<file path="src/rtl/genius_pkg.sv">
// Shared types and widths for the Genius (Simon) round sequencer.
package genius_pkg;

  localparam int COLOR_W = 4;
  localparam int ADDR_W  = 4;
  localparam int ROUND_W = 5;

  typedef enum logic [2:0] {
    IDLE,
    SHOW_ON,
    SHOW_OFF,
    WAIT_IN,
    WAIT_REL,
    WIN,
    LOSE
  } genius_state_t;

  typedef struct packed {
    logic busy;
    logic win;
    logic lose;
  } genius_status_t;

  // Status flags that go with a given state.
  function automatic genius_status_t status_of(input genius_state_t s);
    genius_status_t st;
    st.busy = (s != IDLE) && (s != WIN) && (s != LOSE);
    st.win  = (s == WIN);
    st.lose = (s == LOSE);
    return st;
  endfunction

  function automatic int max3(input int a, input int b, input int c);
    int m;
    m = (a > b) ? a : b;
    return (m > c) ? m : c;
  endfunction

endpackage

</file>
<file path="src/rtl/genius_seq_ctrl_if.sv">
// Game-side signals of the sequencer: buttons, sequence decoder link, LEDs, status.
interface genius_seq_ctrl_if;
  import genius_pkg::*;

  logic               start;
  logic [COLOR_W-1:0] botoes;
  logic [ADDR_W-1:0]  seq_addr;
  logic [COLOR_W-1:0] seq_data;
  logic [COLOR_W-1:0] leds;
  logic [ROUND_W-1:0] rodada;
  logic               busy;
  logic               win;
  logic               lose;

  // Sequencer side.
  modport master (
    input  start, botoes, seq_data,
    output seq_addr, leds, rodada, busy, win, lose
  );

  // Surrounding board: buttons, decoder and displays.
  modport slave (
    output start, botoes, seq_data,
    input  seq_addr, leds, rodada, busy, win, lose
  );
endinterface

</file>
<file path="src/rtl/genius_timer.sv">
// Loadable down-counter timing the on, off and timeout phases.
// done_o is high while the loaded count has run out; a load of N-1 gives N cycles.
module genius_timer #(
  parameter int W = 4
) (
  input  logic         clk,
  input  logic         reset,
  input  logic         load_i,
  input  logic [W-1:0] load_val_i,
  output logic         done_o
);

  logic [W-1:0] count_q;

  // Count down to zero and hold there until reloaded.
  always_ff @(posedge clk) begin
    if (reset) begin
      count_q <= '0;
    end else if (load_i) begin
      count_q <= load_val_i;
    end else if (count_q != '0) begin
      count_q <= count_q - W'(1);
    end
  end

  assign done_o = (count_q == '0);

endmodule

</file>
<file path="src/rtl/genius_seq_ctrl.sv">
// Genius round sequencer: plays the sequence ROM on the LEDs, then checks the
// player's presses against it, growing the round by one until MAX_ROUND.
module genius_seq_ctrl
  import genius_pkg::*;
#(
  parameter int TICKS_ON  = 25_000_000,
  parameter int TICKS_OFF = 12_500_000,
  parameter int TIMEOUT   = 250_000_000,
  parameter int MAX_ROUND = 16
) (
  input logic                clk,
  input logic                reset,
  genius_seq_ctrl_if.master  bus
);

  localparam int TICK_MAX = max3(TICKS_ON, TICKS_OFF, TIMEOUT);
  localparam int TICK_W   = (TICK_MAX > 1) ? $clog2(TICK_MAX) : 1;

  localparam logic [TICK_W-1:0]  LOAD_ON    = TICK_W'(TICKS_ON - 1);
  localparam logic [TICK_W-1:0]  LOAD_OFF   = TICK_W'(TICKS_OFF - 1);
  localparam logic [TICK_W-1:0]  LOAD_TO    = TICK_W'(TIMEOUT - 1);
  localparam logic [ROUND_W-1:0] LAST_ROUND = ROUND_W'(MAX_ROUND);
  localparam logic [ROUND_W-1:0] ONE_R      = ROUND_W'(1);
  localparam logic [ADDR_W-1:0]  ONE_A      = ADDR_W'(1);

  genius_state_t      state_q, state_d;
  logic [ADDR_W-1:0]  idx_q, idx_d;
  logic [ROUND_W-1:0] rodada_q, rodada_d;
  logic [COLOR_W-1:0] botoes_q;
  genius_status_t     status_q;

  logic               timer_load;
  logic [TICK_W-1:0]  timer_val;
  logic               timer_done;

  logic [ROUND_W-1:0] idx_ext;
  logic               last_idx;
  logic               press;

  genius_timer #(.W(TICK_W)) u_timer (
    .clk        (clk),
    .reset      (reset),
    .load_i     (timer_load),
    .load_val_i (timer_val),
    .done_o     (timer_done)
  );

  assign idx_ext  = ROUND_W'(idx_q);
  assign last_idx = !(idx_ext < rodada_q - ONE_R);
  assign press    = (bus.botoes != '0) && (botoes_q == '0);

  // Next-state, index/round update and timer reload for each phase.
  always_comb begin
    // NOTE: every output gets a default first so no path leaves it unassigned (no latch).
    state_d    = state_q;
    idx_d      = idx_q;
    rodada_d   = rodada_q;
    timer_load = 1'b0;
    timer_val  = LOAD_OFF;
    case (state_q)
      IDLE, WIN, LOSE: begin
        if (bus.start) begin
          rodada_d   = ONE_R;
          idx_d      = '0;
          timer_load = 1'b1;
          timer_val  = LOAD_OFF;
          state_d    = SHOW_OFF;
        end
      end
      SHOW_OFF: begin
        if (timer_done) begin
          timer_load = 1'b1;
          timer_val  = LOAD_ON;
          state_d    = SHOW_ON;
        end
      end
      SHOW_ON: begin
        if (timer_done) begin
          timer_load = 1'b1;
          if (last_idx) begin
            idx_d     = '0;
            timer_val = LOAD_TO;
            state_d   = WAIT_IN;
          end else begin
            idx_d     = idx_q + ONE_A;
            timer_val = LOAD_OFF;
            state_d   = SHOW_OFF;
          end
        end
      end
      WAIT_IN: begin
        // Press takes priority over a timeout expiring in the same cycle.
        if (press) begin
          state_d = (bus.botoes == bus.seq_data) ? WAIT_REL : LOSE;
        end else if (timer_done) begin
          state_d = LOSE;
        end
      end
      WAIT_REL: begin
        if (bus.botoes == '0) begin
          if (!last_idx) begin
            idx_d      = idx_q + ONE_A;
            timer_load = 1'b1;
            timer_val  = LOAD_TO;
            state_d    = WAIT_IN;
          end else if (rodada_q == LAST_ROUND) begin
            state_d = WIN;
          end else begin
            rodada_d   = rodada_q + ONE_R;
            idx_d      = '0;
            timer_load = 1'b1;
            timer_val  = LOAD_OFF;
            state_d    = SHOW_OFF;
          end
        end
      end
      default: state_d = IDLE;
    endcase
  end

  // State, counters, button history and status flags.
  always_ff @(posedge clk) begin
    // NOTE: non-blocking so every register updates from the same pre-edge values.
    if (reset) begin
      state_q  <= IDLE;
      idx_q    <= '0;
      rodada_q <= '0;
      botoes_q <= '0;
      status_q <= '0;
    end else begin
      state_q  <= state_d;
      idx_q    <= idx_d;
      rodada_q <= rodada_d;
      botoes_q <= bus.botoes;
      status_q <= status_of(state_d);
    end
  end

  // LED source follows the current phase; seq_data and botoes pass straight through.
  always_comb begin
    bus.leds = '0;
    case (state_q)
      SHOW_ON:           bus.leds = bus.seq_data;
      WAIT_IN, WAIT_REL: bus.leds = bus.botoes;
      WIN:               bus.leds = '1;
      default:           bus.leds = '0;
    endcase
  end

  assign bus.seq_addr = idx_q;
  assign bus.rodada   = rodada_q;
  assign bus.busy     = status_q.busy;
  assign bus.win      = status_q.win;
  assign bus.lose     = status_q.lose;

endmodule

</file>
<file path="src/flat_wrapper.sv">
// flat-port wrapper written by rule: the top's interface ports become plain ports
module genius_seq_ctrl_flat import genius_pkg::*;
#(
  parameter int TICKS_ON  = 25_000_000,
  parameter int TICKS_OFF = 12_500_000,
  parameter int TIMEOUT   = 250_000_000,
  parameter int MAX_ROUND = 16
)
  (clk, reset, bus_start, bus_botoes, bus_seq_data, bus_seq_addr, bus_leds, bus_rodada, bus_busy, bus_win, bus_lose);
  genius_seq_ctrl_if bus_i ();
  input logic clk;
  input logic reset;
  input wire logic [$bits(bus_i.start)-1:0] bus_start;
  input wire logic [$bits(bus_i.botoes)-1:0] bus_botoes;
  input wire logic [$bits(bus_i.seq_data)-1:0] bus_seq_data;
  output wire logic [$bits(bus_i.seq_addr)-1:0] bus_seq_addr;
  output wire logic [$bits(bus_i.leds)-1:0] bus_leds;
  output wire logic [$bits(bus_i.rodada)-1:0] bus_rodada;
  output wire logic [$bits(bus_i.busy)-1:0] bus_busy;
  output wire logic [$bits(bus_i.win)-1:0] bus_win;
  output wire logic [$bits(bus_i.lose)-1:0] bus_lose;
  assign bus_i.start = bus_start;
  assign bus_i.botoes = bus_botoes;
  assign bus_i.seq_data = bus_seq_data;
  assign bus_seq_addr = bus_i.seq_addr;
  assign bus_leds = bus_i.leds;
  assign bus_rodada = bus_i.rodada;
  assign bus_busy = bus_i.busy;
  assign bus_win = bus_i.win;
  assign bus_lose = bus_i.lose;
  genius_seq_ctrl #(.TICKS_ON(TICKS_ON), .TICKS_OFF(TICKS_OFF), .TIMEOUT(TIMEOUT), .MAX_ROUND(MAX_ROUND)) u_core (.clk(clk), .reset(reset), .bus(bus_i));
endmodule
</file>
<file path="config.mk">
export PLATFORM = sky130hd
export DESIGN_NAME = genius_seq_ctrl_flat
export DESIGN_NICKNAME = d
export VERILOG_FILES = /design/src/rtl/genius_pkg.sv /design/src/rtl/genius_seq_ctrl_if.sv /design/src/rtl/genius_timer.sv /design/src/rtl/genius_seq_ctrl.sv /design/src/flat_wrapper.sv
export SDC_FILE = /design/constraint.sdc
export NUM_CORES = 1
export LEC_CHECK = 0
export CORE_ASPECT_RATIO = 0.8
export CORE_MARGIN = 3
export CORE_UTILIZATION = 40
export DETAILED_ROUTE_END_ITERATION = 8
export GPL_ROUTABILITY_DRIVEN = 0
export GPL_TIMING_DRIVEN = 0
export PLACE_DENSITY_LB_ADDON = 0.3
export SETUP_SLACK_MARGIN = 0.02
export SLEW_MARGIN = 30
export SYNTH_ARGS = -nofsm -noshare
export SYNTH_HDL_FRONTEND = slang
export SYNTH_HIERARCHICAL = 1
export SYNTH_SLANG_ARGS = --single-unit
</file>
<file path="constraint.sdc">
create_clock -name clk -period 3.5 [get_ports clk]
set_input_delay 0.525 -clock clk [delete_from_list [all_inputs] [get_ports clk]]
set_output_delay 0.525 -clock clk [all_outputs]
set_load 0.1 [all_outputs]
</file>
==> metrics, run 1 <==
outcome=completed; Setup TNS=0 ns; #FFs+latches synth=47; Yosys warning total=6; first-pass iteration count of the detailed router=5; num rows=27; TritonCTS clock tree=built; Worst Path Class, Setup=flop to flop; Finish-stage setup viols=0; post-synth cell types=64; Synth Instances=367; io pins=27; Hold WC Path Type=flop to flop; sequential area share after synthesis=0.311; GR Overflow Total=0; final hold slack=0.502 ns; post-route cell area=3600 sq um; Die X=103 um; Cells after DPL=489; clk root buf=clkbuf_8; ANT nets after route=0; Slew HR=0.347; TritonCTS Buffers=5; vias in the first global route=2564; initial antenna violation count=0; worst flop-to-flop path startpoint=u_core/u_timer/count_q[16]; max-cap violations=0; Post-synth EDFFs=0; Slew Limit Fails=0; Post-CTS Hold Buffers=0; Yosys top cell by area=dfxtp_1; worst hold path depth=2; fin crit share=0.926; CP max FO=12; CP Launch Type=flop; synth cell count leaders=47 x dfxtp_1, 37 x nand2_1, 28 x nor2_1; CTS H-tree lvls=2; n_diodes=0; FF-to-FF setup slack=0.26 ns; dpl hpwl=5.33 mm; Crit path arrival time=3.42 ns; Worst Setup End Kind=flop; PwrDens=405 nW/um^2; count leader, synth=dfxtp_1; clock latency on the worst-skew pair=0.31 ns; average size of a mapped cell=8.25 sq um; skew final=0.0114 ns; Worst-path clk slew=0.10 ns; All-Layer GR Usage=0.179; ys async rst share=0; Core Region=7090 sq um; CP required=3.68 ns; Vias=2801; Die Ht=83.8 um; Placement Cell Area=3430 sq um; I/O Buffers=26; Worst-Margin Slew=0.976 ns; min Tclk post-route=3.24 ns; RSZ-0062 raised after global routing=false; nets@finish=432; synth-to-layout area growth=18.9%; Max IR drop VDD=0.176 mV; slack of the critical path=0.259 ns; netlist area before placement=3030 sq um; PnR Total Power=1.46 mW; Fin. Hold Viols=0; Die Footprint=8660 sq um; Routed WL=7.47 mm; non-filler cells, final=500; main area contributors after synthesis=dfxtp_1 31%, xnor2_1 6.7%, nand2_1 4.6%, ha_1 3.7%, nor2_1 3.5%; share of the synthesized area in the top cell type=0.311; clk sinks=47; Hold EP=u_core/u_timer/count_q[11]; Max Clk Rate=0.309 GHz; DRC violations left=0; pin count of the biggest net entering global routing=16; FF-to-FF End=u_core/bus.busy; reg2reg path depth=10; pre-CTS worst setup slack=-0.641 ns; initial DRC count=240; average wire per standard cell=14.9 um; share of cells above drive strength 1=0.138; Starting Density=0.427; Leak=1.30 nW; final core utilization=0.507; vias per inst=5.60; hold path startpoint=u_core/u_timer/count_q[11]; Clock Path Buffers=2; prevailing post-synth register cell=dfxtp_1; wire length of the first global-routing pass=12.5 mm
[critical path: stages (launching register included)]
cell,delay (ns)
dfxtp_1,0.39
nor4_4,0.40
nand4b_2,0.25
nor4b_4,0.43
buf_6,0.23
nor2b_2,0.24
a21oi_1,0.11
a221o_1,0.37
a311o_1,0.34
a211oi_1,0.25
a211oi_1,0.08
[layout make-up]
cell class / instances / area [sq um]
inverters: 15 / 57.6
fillers: 684 / 3490
clock buffers: 5 / 68.8
flip-flops and latches: 47 / 942
well taps: 87 / 109
clock inverters: 3 / 43.8
plain buffers: 15 / 92.6
multi-input cells: 299 / 2000
repair buffers: 29 / 283
[registers in the layout (all words and copies together), names as in the netlist]
name                    flops
u_core/botoes_q             4
u_core/bus.busy             1
u_core/bus.lose             1
u_core/bus.rodada           5
u_core/bus.seq_addr         4
u_core/bus.win              1
u_core/state_q              3
u_core/u_timer/count_q     28
[worst max-delay path by stage]
stage / end / startpoint / slack (ns)
finish: u_core/bus.busy / u_core/u_timer/count_q[16] / 0.26
global route: u_core/bus.busy / u_core/u_timer/count_q[9] / 0.02
detailed placement: u_core/u_timer/count_q[26] / u_core/u_timer/count_q[2] / -0.64
global placement: u_core/u_timer/count_q[26] / u_core/u_timer/count_q[2] / -0.61
floorplan: u_core/u_timer/count_q[10] / u_core/bus.rodada[1] / 0.02
CTS: u_core/u_timer/count_q[11] / u_core/u_timer/count_q[2] / 0.09
[layer usage]
metal / track usage / part of all wire
met5: 0 / 0
met4: 0.0482 / 0.012
met3: 0.0359 / 0.072
met2: 0.241 / 0.42
met1: 0.283 / 0.50
[placed cells by master, fill, tap and decap left out, types with 13 or more instances in the layout]
cell	Yosys	layout
dfxtp_1	47	46
a21oi_1	16	15
or3_1	13	13
nor2_1	28	27
clkdlybuf4s50_1	0	26
nand2_1	37	37
xnor2_1	23	23
o21ai_0	18	17
nor3_1	17	17
inv_1	14	14
[logic make-up (layout without fill, tap and decap cells)]
kind of cell	Yosys count	count (layout)	synth area share
compound gates	78	78	0.179
xor+xnor	27	27	0.0781
fa+ha+maj	9	9	0.0372
buf+inv	30	67	0.0467
flops	47	47	0.311
mux	6	6	0.0202
other cells	2	11	0.00248
simple gates	168	168	0.325
[power by group]
part,switching [mW],total (mW),internal (mW)
logic,0.247,0.417,0.170
registers,0.0525,0.631,0.578
clock network,0.197,0.410,0.213
[timing repair]
action,in CTS,in global routing
cloned,0,0
resized for setup,4,9
pin swaps,1,1
buffers inserted,3,0
hold endpoints to repair,0,0
setup endpoints to repair,27,27
Power figures use the tool's default switching activity.
==> inputs of run 2 (changes only) <==
- CAP_MARGIN: unset -> 15
==> results of run 2 <==
The final DEF is identical to that of run 1; final timing and power are the same.
